### src/rtl/spram_rr_arbiter.sv
// Two-requester round-robin front end for one single-port RAM, with a read tag
// pipeline that routes responses home. Optional error log: SPRAM_ARB_PERR_LOG_EN.
`timescale 1ns/1ps
module spram_rr_arbiter #(
  parameter int ADDR_WIDTH    = 10,
  parameter int DATA_WIDTH    = 32,
  parameter int READ_LATENCY  = 2,
  parameter int BYTE_WRITE_EN = 0,
  localparam int WE_W = (BYTE_WRITE_EN != 0) ? DATA_WIDTH / 8 : 1
) (
  input  logic                  clka,
  input  logic                  rsta_n,
  input  logic                  m0_valid,
  output logic                  m0_ready,
  input  logic [WE_W-1:0]       m0_we,
  input  logic [ADDR_WIDTH-1:0] m0_addr,
  input  logic [DATA_WIDTH-1:0] m0_wdata,
  output logic                  m0_rsp_valid,
  output logic [DATA_WIDTH-1:0] m0_rsp_rdata,
  output logic                  m0_rsp_perr,
  input  logic                  m1_valid,
  output logic                  m1_ready,
  input  logic [WE_W-1:0]       m1_we,
  input  logic [ADDR_WIDTH-1:0] m1_addr,
  input  logic [DATA_WIDTH-1:0] m1_wdata,
  output logic                  m1_rsp_valid,
  output logic [DATA_WIDTH-1:0] m1_rsp_rdata,
  output logic                  m1_rsp_perr,
  output logic                  ram_rsta,
  output logic                  ram_ena,
  output logic [WE_W-1:0]       ram_wea,
  output logic [ADDR_WIDTH-1:0] ram_addra,
  output logic [DATA_WIDTH-1:0] ram_dina,
  input  logic [DATA_WIDTH-1:0] ram_douta,
  input  logic                  ram_parity_err,
  input  logic                  perr_clr,
  output logic                  perr_sticky,
  output logic [ADDR_WIDTH-1:0] perr_addr,
  output logic [7:0]            perr_cnt
);

  typedef struct packed {
    logic v;
    logic id;
`ifdef SPRAM_ARB_PERR_LOG_EN
    logic [ADDR_WIDTH-1:0] addr;
`endif
  } tag_t;

  logic                  last_grant_q, last_grant_d;
  logic                  ena_q, ena_d;
  logic [WE_W-1:0]       wea_q, wea_d;
  logic [ADDR_WIDTH-1:0] addr_q, addr_d;
  logic [DATA_WIDTH-1:0] dina_q, dina_d;
  logic                  cmd_id_q, cmd_id_d;
  logic                  perr_sticky_q, perr_sticky_d;
  logic                  gnt0, gnt1;
  logic                  rd_launch, rsp_fire, rsp_id, err_evt;
  tag_t                  head_tag;
  tag_t                  tag_q [READ_LATENCY];
  tag_t                  tag_d [READ_LATENCY];

  // last_grant_q holds the id of the most recent winner; the other side wins a tie.
  always_comb begin
    gnt0 = m0_valid && (!m1_valid || last_grant_q);
    gnt1 = m1_valid && !gnt0;
  end

  assign m0_ready = rsta_n && gnt0;
  assign m1_ready = rsta_n && gnt1;

  always_comb begin
    ena_d        = 1'b0;
    wea_d        = '0;
    addr_d       = addr_q;
    dina_d       = dina_q;
    cmd_id_d     = cmd_id_q;
    last_grant_d = last_grant_q;
    if (m0_ready) begin
      ena_d        = 1'b1;
      wea_d        = m0_we;
      addr_d       = m0_addr;
      dina_d       = m0_wdata;
      cmd_id_d     = 1'b0;
      last_grant_d = 1'b0;
    end else if (m1_ready) begin
      ena_d        = 1'b1;
      wea_d        = m1_we;
      addr_d       = m1_addr;
      dina_d       = m1_wdata;
      cmd_id_d     = 1'b1;
      last_grant_d = 1'b1;
    end
  end

  assign ram_rsta  = ~rsta_n;
  assign ram_ena   = ena_q;
  assign ram_wea   = wea_q;
  assign ram_addra = addr_q;
  assign ram_dina  = dina_q;

  assign rd_launch = ena_q && (wea_q == '0);

  always_comb begin
    head_tag    = '0;
    head_tag.v  = rd_launch;
    head_tag.id = cmd_id_q;
`ifdef SPRAM_ARB_PERR_LOG_EN
    head_tag.addr = addr_q;
`endif
  end

  // One tag stage per cycle of RAM read latency, so the tail lines up with ram_douta.
  for (genvar gi = 0; gi < READ_LATENCY; gi++) begin : g_tag
    if (gi == 0) begin : g_head
      assign tag_d[gi] = head_tag;
    end else begin : g_body
      assign tag_d[gi] = tag_q[gi-1];
    end
    always_ff @(posedge clka or negedge rsta_n) begin
      if (!rsta_n) tag_q[gi] <= '0;
      else         tag_q[gi] <= tag_d[gi];
    end
  end

  assign rsp_fire = tag_q[READ_LATENCY-1].v;
  assign rsp_id   = tag_q[READ_LATENCY-1].id;
  assign err_evt  = rsp_fire && ram_parity_err;

  assign m0_rsp_valid = rsp_fire && !rsp_id;
  assign m1_rsp_valid = rsp_fire && rsp_id;
  assign m0_rsp_rdata = ram_douta;
  assign m1_rsp_rdata = ram_douta;
  assign m0_rsp_perr  = m0_rsp_valid && ram_parity_err;
  assign m1_rsp_perr  = m1_rsp_valid && ram_parity_err;

  assign perr_sticky_d = err_evt || (perr_sticky_q && !perr_clr);
  assign perr_sticky   = perr_sticky_q;

  always_ff @(posedge clka or negedge rsta_n) begin
    if (!rsta_n) begin
      last_grant_q  <= 1'b1;
      ena_q         <= 1'b0;
      wea_q         <= '0;
      addr_q        <= '0;
      dina_q        <= '0;
      cmd_id_q      <= 1'b0;
      perr_sticky_q <= 1'b0;
    end else begin
      last_grant_q  <= last_grant_d;
      ena_q         <= ena_d;
      wea_q         <= wea_d;
      addr_q        <= addr_d;
      dina_q        <= dina_d;
      cmd_id_q      <= cmd_id_d;
      perr_sticky_q <= perr_sticky_d;
    end
  end

`ifdef SPRAM_ARB_PERR_LOG_EN
  logic [ADDR_WIDTH-1:0] perr_addr_q, perr_addr_d;
  logic [7:0]            perr_cnt_q, perr_cnt_d;

  // A clear re-arms address capture, so an error in the clearing cycle is logged.
  always_comb begin
    perr_addr_d = perr_addr_q;
    perr_cnt_d  = perr_cnt_q;
    if (err_evt && (!perr_sticky_q || perr_clr))
      perr_addr_d = tag_q[READ_LATENCY-1].addr;
    if (perr_clr)
      perr_cnt_d = err_evt ? 8'd1 : 8'd0;
    else if (err_evt && (perr_cnt_q != 8'hFF))
      perr_cnt_d = perr_cnt_q + 8'd1;
  end

  always_ff @(posedge clka or negedge rsta_n) begin
    if (!rsta_n) begin
      perr_addr_q <= '0;
      perr_cnt_q  <= '0;
    end else begin
      perr_addr_q <= perr_addr_d;
      perr_cnt_q  <= perr_cnt_d;
    end
  end

  assign perr_addr = perr_addr_q;
  assign perr_cnt  = perr_cnt_q;
`else
  assign perr_addr = '0;
  assign perr_cnt  = '0;
`endif

endmodule
### config.mk
export PLATFORM = sky130hd
export DESIGN_NAME = spram_rr_arbiter
export DESIGN_NICKNAME = d
export VERILOG_FILES = /design/src/rtl/spram_rr_arbiter.sv
export SDC_FILE = /design/constraint.sdc
export NUM_CORES = 1
export LEC_CHECK = 0
export ABC_AREA = 1
export CORE_AREA = 2 2 126 128
export DETAILED_ROUTE_END_ITERATION = 8
export DIE_AREA = 0 0 128 130
export GPL_TIMING_DRIVEN = 0
export PLACE_DENSITY = 0.7
export SLEW_MARGIN = 40
export SYNTH_ARGS = -nofsm -noshare
export SYNTH_HDL_FRONTEND = slang
export SYNTH_SLANG_ARGS = --single-unit
### constraint.sdc
create_clock -name clka -period 2.99 [get_ports clka]
set_input_delay 0.598 -clock clka [delete_from_list [all_inputs] [get_ports clka]]
set_output_delay 0.598 -clock clka [all_outputs]
set_load 0.05 [all_outputs]
==> flow_summary_export.csv, run 1 <==
group,metric,value,unit
sta,relSlewSlack,59.65,%
cts,cts_resized,9,
cts,cts_hold_repair.buffers,0,
sta,fin_crit_sh,93.95,%
floorplan,row_count,46,
setup_path,crit_path_end_kind,"output pin",
outcome,status,"finished clean",
setup_path,cp.depth,6,
global_routing,grt_pass1_vias,3732,
sta,clock.fmax,356.0,MHz
setup_path,rr_startpoint,"last_grant_q$_DFFE_PN1P_",
cts,clk_path_buf_depth,2,
floorplan,die_w,128,um
setup_path,cp_max_fo,10,
placement,numPortBuffers,206,
placement,gp_congestion,0.7486,
cts,cts_tree,"done",
drt,wl_per_cell,13.03,um
placement,placed_cell_area,6142,um^2
global_routing,grt_usage,15.30,%
cts,path_clk_slew,80,ps
logic_synthesis,synth_area_per_cell,6.560,um^2
power,p_per_area,474.6,nW/um^2
sta,finalSetupViolations,0,
setup_path,regToRegEndpoint,"ram_addra[5]$_DFFE_PN0P_",
floorplan,die_h,130,um
final_layout,fillers,1653,
power,p_leak,3.504,nW
drt,drc,0,
cts,cts_sinks,51,
cts,cts_setup_buffers,0,
setup_path,crit_family,"buffers and inverters",
setup_path,cp_slowest_stage_delay,470,ps
drt,dr.first_iter.drc_count,110,
drt,drt-total-wl,12980,um
cts,htree_levels,2,
sta,hold_violations,0,
setup_path,worst-setup-path-type,"input pin to output pin",
logic_synthesis,yosysTopAreaCell,"dfrtp_1",
setup_path,crit_required,2390,ps
logic_synthesis,yosys_register_bits,51,
power,ir_drop,0.0002337,V
floorplan,die_area,16640,um^2
floorplan,io_pins,258,
logic_synthesis,synth_cells,573,
flow_run,max_cap_viol_count,0,
setup_path,cp_num_buf_inv,4,
cts,clock-root-buffer,"clkbuf_16",
final_layout,syn_to_final_growth,67.64,%
sta,fin_tns_setup,0,ps
logic_synthesis,synthTopCellsByArea,"dfrtp_1 33%, nand2_1 18%, buf_4 17%, inv_1 13%, nand4_1 7.0%",
cts,clk-insertion-delay-late,310,ps
logic_synthesis,synth_area,3759,um^2
setup_path,worst-endpoint-arrival,2210,ps
sta,rsz0062_at_grt,"false",
final_layout,diodes,0,
logic_synthesis,yosysMostFrequentCell,"nand2_1",
logic_synthesis,async_flop_share,100.0,%
logic_synthesis,synth_common_cells,"176 x nand2_1, 132 x inv_1, 84 x buf_4, 50 x dfrtp_1",
setup_path,cp_cell_sequence,"clkdlybuf4s50_1 > nand2_2 > nand3_2 > buf_2 > inv_2 > clkdlybuf4s15_2",
sta,min_period,2809,ps
setup_path,cp-endpoint,"m0_ready",
logic_synthesis,synth_cell_types,19,
logic_synthesis,synth_top_area_share,33.29,%
setup_path,start_kind,"input pin",
setup_path,r2r_slack,1340,ps
logic_synthesis,synth_edf_count,0,
logic_synthesis,ys.flop_type,"dfrtp_1",
final_layout,drive_above_1_share,14.80,%
floorplan,core_area,15420,um^2
floorplan,initial_core_util,24.37,%
logic_synthesis,synth_warnings,0,
drt,ant_nets,0,
sta,tightest_slew,603.4,ps
placement,hpwl,10130,um
drt,vias,3992,
global_routing,grt_first_pass_wirelength,19550,um
final_layout,finalInstanceArea,6301,um^2
logic_synthesis,synth-seq-area-share,33.99,%
final_layout,layout.nets,927,
global_routing,grt_max_degree,34,
setup_path,reg2regPathDepth,7,
drt,firstDrtPassIters,4,
sta,drv_slew,0,
sta,fin_worst_skew,5.690,ps
setup_path,cp-startpoint,"m1_valid",
global_routing,antenna_found_initial,0,
hold_path,worst_hold_path_type,"input pin to async pin",
cts,numCtsBuffers,5,
drt,drt-vias-per-instance,4.008,
setup_path,cp_slowest_cell,"clkdlybuf4s50_1",
global_routing,gr-total-overflow,0,
logic make-up (layout without fill, tap and decap cells):
family | after synthesis | in the layout | share of synthesized area (%)
and+or+nand+nor | 267 | 267 | 31.29
buffers and inverters | 251 | 465 | 34.22
DFF | 51 | 51 | 33.99
AOI/OAI and AO/OA | 3 | 3 | 0.3994
other | 1 | 18 | 0.09977
cell usage in the layout (no fill, tap or decap), types with 2 or more instances in the layout:
master             n
clkdlybuf4s50_1  202
nand2_1          176
inv_1            132
buf_4             84
dfrtp_1           50
nand4_1           42
nand3_1           42
conb_1            18
clkbuf_1          11
buf_2             10
inv_2              5
clkbuf_16          5
nor2_1             4
buf_1              4
buf_6              3
o21ai_1            2
clkinv_4           2
registers in the layout (all words and copies together) (netlist names):
register,count
ram_dina,32
ram_wea,1
cmd_id_q,1
ram_ena,1
tag_d,2
perr_sticky,1
last_grant_q,1
rsp_id,1
ram_addra,10
rsp_fire,1
layer usage:
metal	wire length [um]	vias up	global-route usage, %
li1	-	2047	-
met1	5115	1764	17.72
met2	6563	174	28.12
met3	1216	7	4.838
met4	85	0	2.650
met5	0	-	0
power breakdown:
group          switching [mW]  internal (mW)
Clock                   0.315          0.321
Sequential             0.0606          0.801
Combinational           0.948          0.544
worst min-delay path by stage:
stage | start | end | slack (ps) | cells after the start
finish | rsta_n | ram_dina[24]$_DFFE_PN0P_ | 130 | 1
global route | rsta_n | ram_dina[24]$_DFFE_PN0P_ | 120 | 1
detailed placement | tag_d[1]$_DFF_PN0_ | rsp_fire$_DFF_PN0_ | 340 | 0
floorplan | rsta_n | cmd_id_q$_DFFE_PN0P_ | 300 | 0
global placement | tag_d[1]$_DFF_PN0_ | rsp_fire$_DFF_PN0_ | 330 | 0
CTS | rsta_n | ram_dina[24]$_DFFE_PN0P_ | 120 | 1
final cells by class:
cell class | count | area, um^2 | area share, %
plain buffers | 112 | 764.5 | 12.13
clock buffers | 5 | 125.1 | 1.986
clock inverters | 3 | 28.78 | 0.4567
inverters | 138 | 519.2 | 8.241
multi-input cells | 288 | 1259 | 19.98
flip-flops and latches | 51 | 1277 | 20.27
well taps | 192 | 240.2 | 3.813
repair buffers | 207 | 2087 | 33.12
metrics by stage:
step / util, % / worst slack [ps] / hold WS (ps) / cells / power, mW
2_1_floorplan: - / 1031 / 302.4 / 590 / 1.837
3_3_place_gp: 39.71 / -2629 / 332.5 / 988 / 2.362
3_5_place_dp: 39.82 / -573.8 / 340.4 / 989 / 2.378
4_1_cts: 40.83 / 13.20 / 124.8 / 996 / 3.024
5_1_grt: 40.85 / 20.94 / 123.1 / 996 / 3.158
6_report: 40.85 / 181.0 / 127.5 / 996 / 2.991
Note: power is estimated with default switching activity, not from simulation.
==> inputs of run 2 (changes only) <==
ABC_AREA = unset   (was 1)
CORE_AREA = 2 2 116 118   (was 2 2 126 128)
DIE_AREA = 0 0 118 120   (was 0 0 128 130)
PLACE_DENSITY = 0.73   (was 0.7)
==> run 2 against run 1 <==
Against the previous run: utilization is 2.9 points higher; via count is 36% lower; clock-buffer cell count stayed put; critical path depth stayed put; combinational power hardly changed; sequential power is 1% higher; clock skew is 1.5 ps higher; first-iteration DRC count is 68% lower; cell area is 9.8% lower; global-route usage is 2.7 points lower; critical path type unchanged.
==> flow_summary_export.csv, run 2 <==
group,metric,value,unit
setup_path,start_kind,"input pin",
logic_synthesis,synth_edf_count,0,
power,p_leak,2.544,nW
cts,htree_levels,2,
placement,gp_congestion,0.7733,
final_layout,final_cell_mix,"204 x clkdlybuf4s50_1, 84 x buf_4, 62 x mux2_2, 50 x dfrtp_1, 22 x mux2_4",
sta,rsz0062_at_grt,"false",
setup_path,worst-setup-path-type,"input pin to output pin",
cts,numCtsBuffers,5,
setup_path,cp_max_fo,29,
logic_synthesis,synth_area_per_cell,12.70,um^2
placement,numPortBuffers,207,
cts,clk_path_buf_depth,2,
logic_synthesis,synth_common_cells,"82 x buf_4, 62 x mux2_2, 50 x dfrtp_1, 22 x mux2_4, 8 x buf_6",
final_layout,layout_commonest_cell,"clkdlybuf4s50_1",
final_layout,largest_reg_flops,32,
drt,vias,2559,
logic_synthesis,synth_top_area_share,39.73,%
floorplan,core_area,12980,um^2
logic_synthesis,synth_cells,248,
outcome,status,"finished clean",
global_routing,use_met3,4.705,%
final_layout,drive_above_1_share,39.21,%
final_layout,diodes,0,
power,pwr-share-clk,20.0,%
global_routing,grtUsageMet1,12.84,%
logic_synthesis,yosysTopAreaCell,"dfrtp_1",
logic_synthesis,synthTopCellsByArea,"dfrtp_1 40%, mux2_2 22%, buf_4 20%, mux2_4 10%, buf_6 2.9%",
sta,fin_crit_sh,92.31,%
global_routing,grt_use_met2,24.16,%
sta,layout_setup_ws,230.0,ps
setup_path,cp_cell_sequence,"buf_4 > buf_12 > nand2_4 > buf_6 > a21oi_1 > clkdlybuf4s15_1",
flow_run,max_cap_viol_count,0,
logic_synthesis,ys.flop_type,"dfrtp_1",
global_routing,grt_usage,12.61,%
floorplan,die_w,118,um
hold_path,worst_hold_path_type,"input pin to async pin",
global_routing,grt_max_degree,30,
global_routing,gr-total-overflow,0,
sta,clock.fmax,362.3,MHz
global_routing,grt_pass1_vias,2719,
setup_path,crit_path_end_kind,"output pin",
final_layout,multiInputGateArea,1215,um^2
power,p_per_area,515.9,nW/um^2
cts,cts_sinks,51,
floorplan,io_pins,258,
power,p_sw,1.164,mW
sta,finalSetupViolations,0,
logic_synthesis,yosys_register_bits,51,
cts,clock-root-buffer,"clkbuf_16",
drt,wl_per_cell,13.88,um
cts,clk-insertion-delay-late,290,ps
global_routing,grt_first_pass_wirelength,14110,um
global_routing,busiest_layer,"met2",
drt,dr.first_iter.drc_count,35,
logic_synthesis,synth-seq-area-share,40.56,%
sta,fin_worst_skew,7.198,ps
final_layout,seqCellArea,1277,um^2
setup_path,crit_required,2390,ps
global_routing,antenna_found_initial,0,
sta,relSlewSlack,60.70,%
drt,drc,0,
power,power_frac_comb,50.3,%
floorplan,die_h,120,um
drt,ant_nets,0,
cts,path_clk_slew,70,ps
final_layout,layout.nets,605,
setup_path,cp_slowest_stage_delay,530,ps
placement,hpwl,7563,um
final_layout,fillers,1224,
logic_synthesis,synth_warnings,0,
placement,pre_cts_ws,-225.5,ps
drt,drt-vias-per-instance,3.889,
floorplan,initial_core_util,24.26,%
setup_path,cp_slowest_cell,"clkdlybuf4s15_1",
cts,cts_tree,"done",
power,p_int,1.767,mW
power,sequentialPowerShare,29.7,%
sta,hold_violations,0,
sta,min_period,2760,ps
drt,firstDrtPassIters,4,
final_layout,syn_to_final_growth,80.41,%
sta,tightest_slew,587.6,ps
power,ir_drop,0.0003114,V
logic_synthesis,yosysMostFrequentCell,"buf_4",
logic_synthesis,synth_cell_types,21,
setup_path,worst-endpoint-arrival,2160,ps
sta,drv_slew,0,
placement,dpl.cell_count,649,
power,sw_frac_of_total,39.73,%
floorplan,die_area,14160,um^2
final_layout,fin_cells,658,
drt,drt-total-wl,9132,um
logic_synthesis,synth_area,3149,um^2
sta,fin_tns_setup,0,ps
logic_synthesis,async_flop_share,100.0,%
floorplan,row_count,42,
==> run 2: stage by stage <==
stage / hold slack, ps / power, mW / util [%] / instance area [um^2]
final: 223.1 / 2.931 / 43.77 / 5682
after global routing: 243.2 / 3.068 / 43.77 / 5682
after CTS: 233.6 / 2.976 / 43.74 / 5678
after detailed placement: 335.5 / 2.367 / 42.55 / 5523
after global placement: 334.9 / 2.346 / 42.41 / 5505
after floorplan: 302.4 / 1.853 / - / 3213
==> run 2: kinds of logic (layout without fill, tap and decap cells) <==
logic type	Yosys count	count (layout)	share of synthesized area (%)
flip-flops	51	51	40.56
AND/OR/NAND/NOR	11	11	1.907
other	1	18	0.1191
buffers and inverters	94	311	22.88
AO/OA/AOI/OAI	7	7	1.867
multiplexers	84	84	32.66
==> run 2: power by group through the flow <==
stage	registers, mW	clock network (mW)	logic, mW
2_1_floorplan	1.26	0	0.596
5_1_grt	0.886	0.648	1.53
3_5_place_dp	0.884	0	1.48
6_report	0.871	0.587	1.47
3_3_place_gp	0.877	0	1.47
4_1_cts	0.873	0.615	1.49
==> run 2: critical path, delay by kind of cell <==
kind	cells	cell delay, ps
AND/OR/NAND/NOR	1	140
buffers and inverters	4	1300
AO/OA/AOI/OAI	1	120
==> run 2: cell type report <==
cell class | count | share of cell area, %
plain buffers | 90 | 12.42
clock buffers | 5 | 2.202
clock inverters | 3 | 0.4184
inverters | 4 | 0.2643
multi-input cells | 120 | 21.38
flip-flops and latches | 51 | 22.48
well taps | 176 | 3.876
repair buffers | 209 | 36.95
==> run 2: metal layers <==
metal / wire (um) / part of all wire, %
met3: 917 / 10
met5: 0 / 0
met1: 3252 / 36
met4: 95 / 1.0
met2: 4867 / 53
==> run 2: final timing paths <==
| check | start | end | slack [ps] | cells after the start |
|---|---|---|---|---|
| worst min register to register | tag_d[0]$_DFF_PN0_ | rsp_id$_DFF_PN0_ | 350 | 0 |
| worst max-delay path | rsta_n | m1_ready | 230 | 6 |
| max in group asynchronous | rsta_n | last_grant_q$_DFFE_PN1P_ | 2230 | 2 |
| worst min-delay path | rsta_n | ram_dina[12]$_DFFE_PN0P_ | 220 | 1 |
| worst max register to register | last_grant_q$_DFFE_PN1P_ | ram_dina[26]$_DFFE_PN0P_ | 1490 | 4 |
| min in group clka | tag_d[0]$_DFF_PN0_ | rsp_id$_DFF_PN0_ | 350 | 0 |
==> run 2: timing repair <==
action,4_1_cts,5_1_grt
gates resized for setup,1,2
hold buffers,0,0
setup buffers,1,0
setup endpoints to repair,2,2
pin swaps,1,0
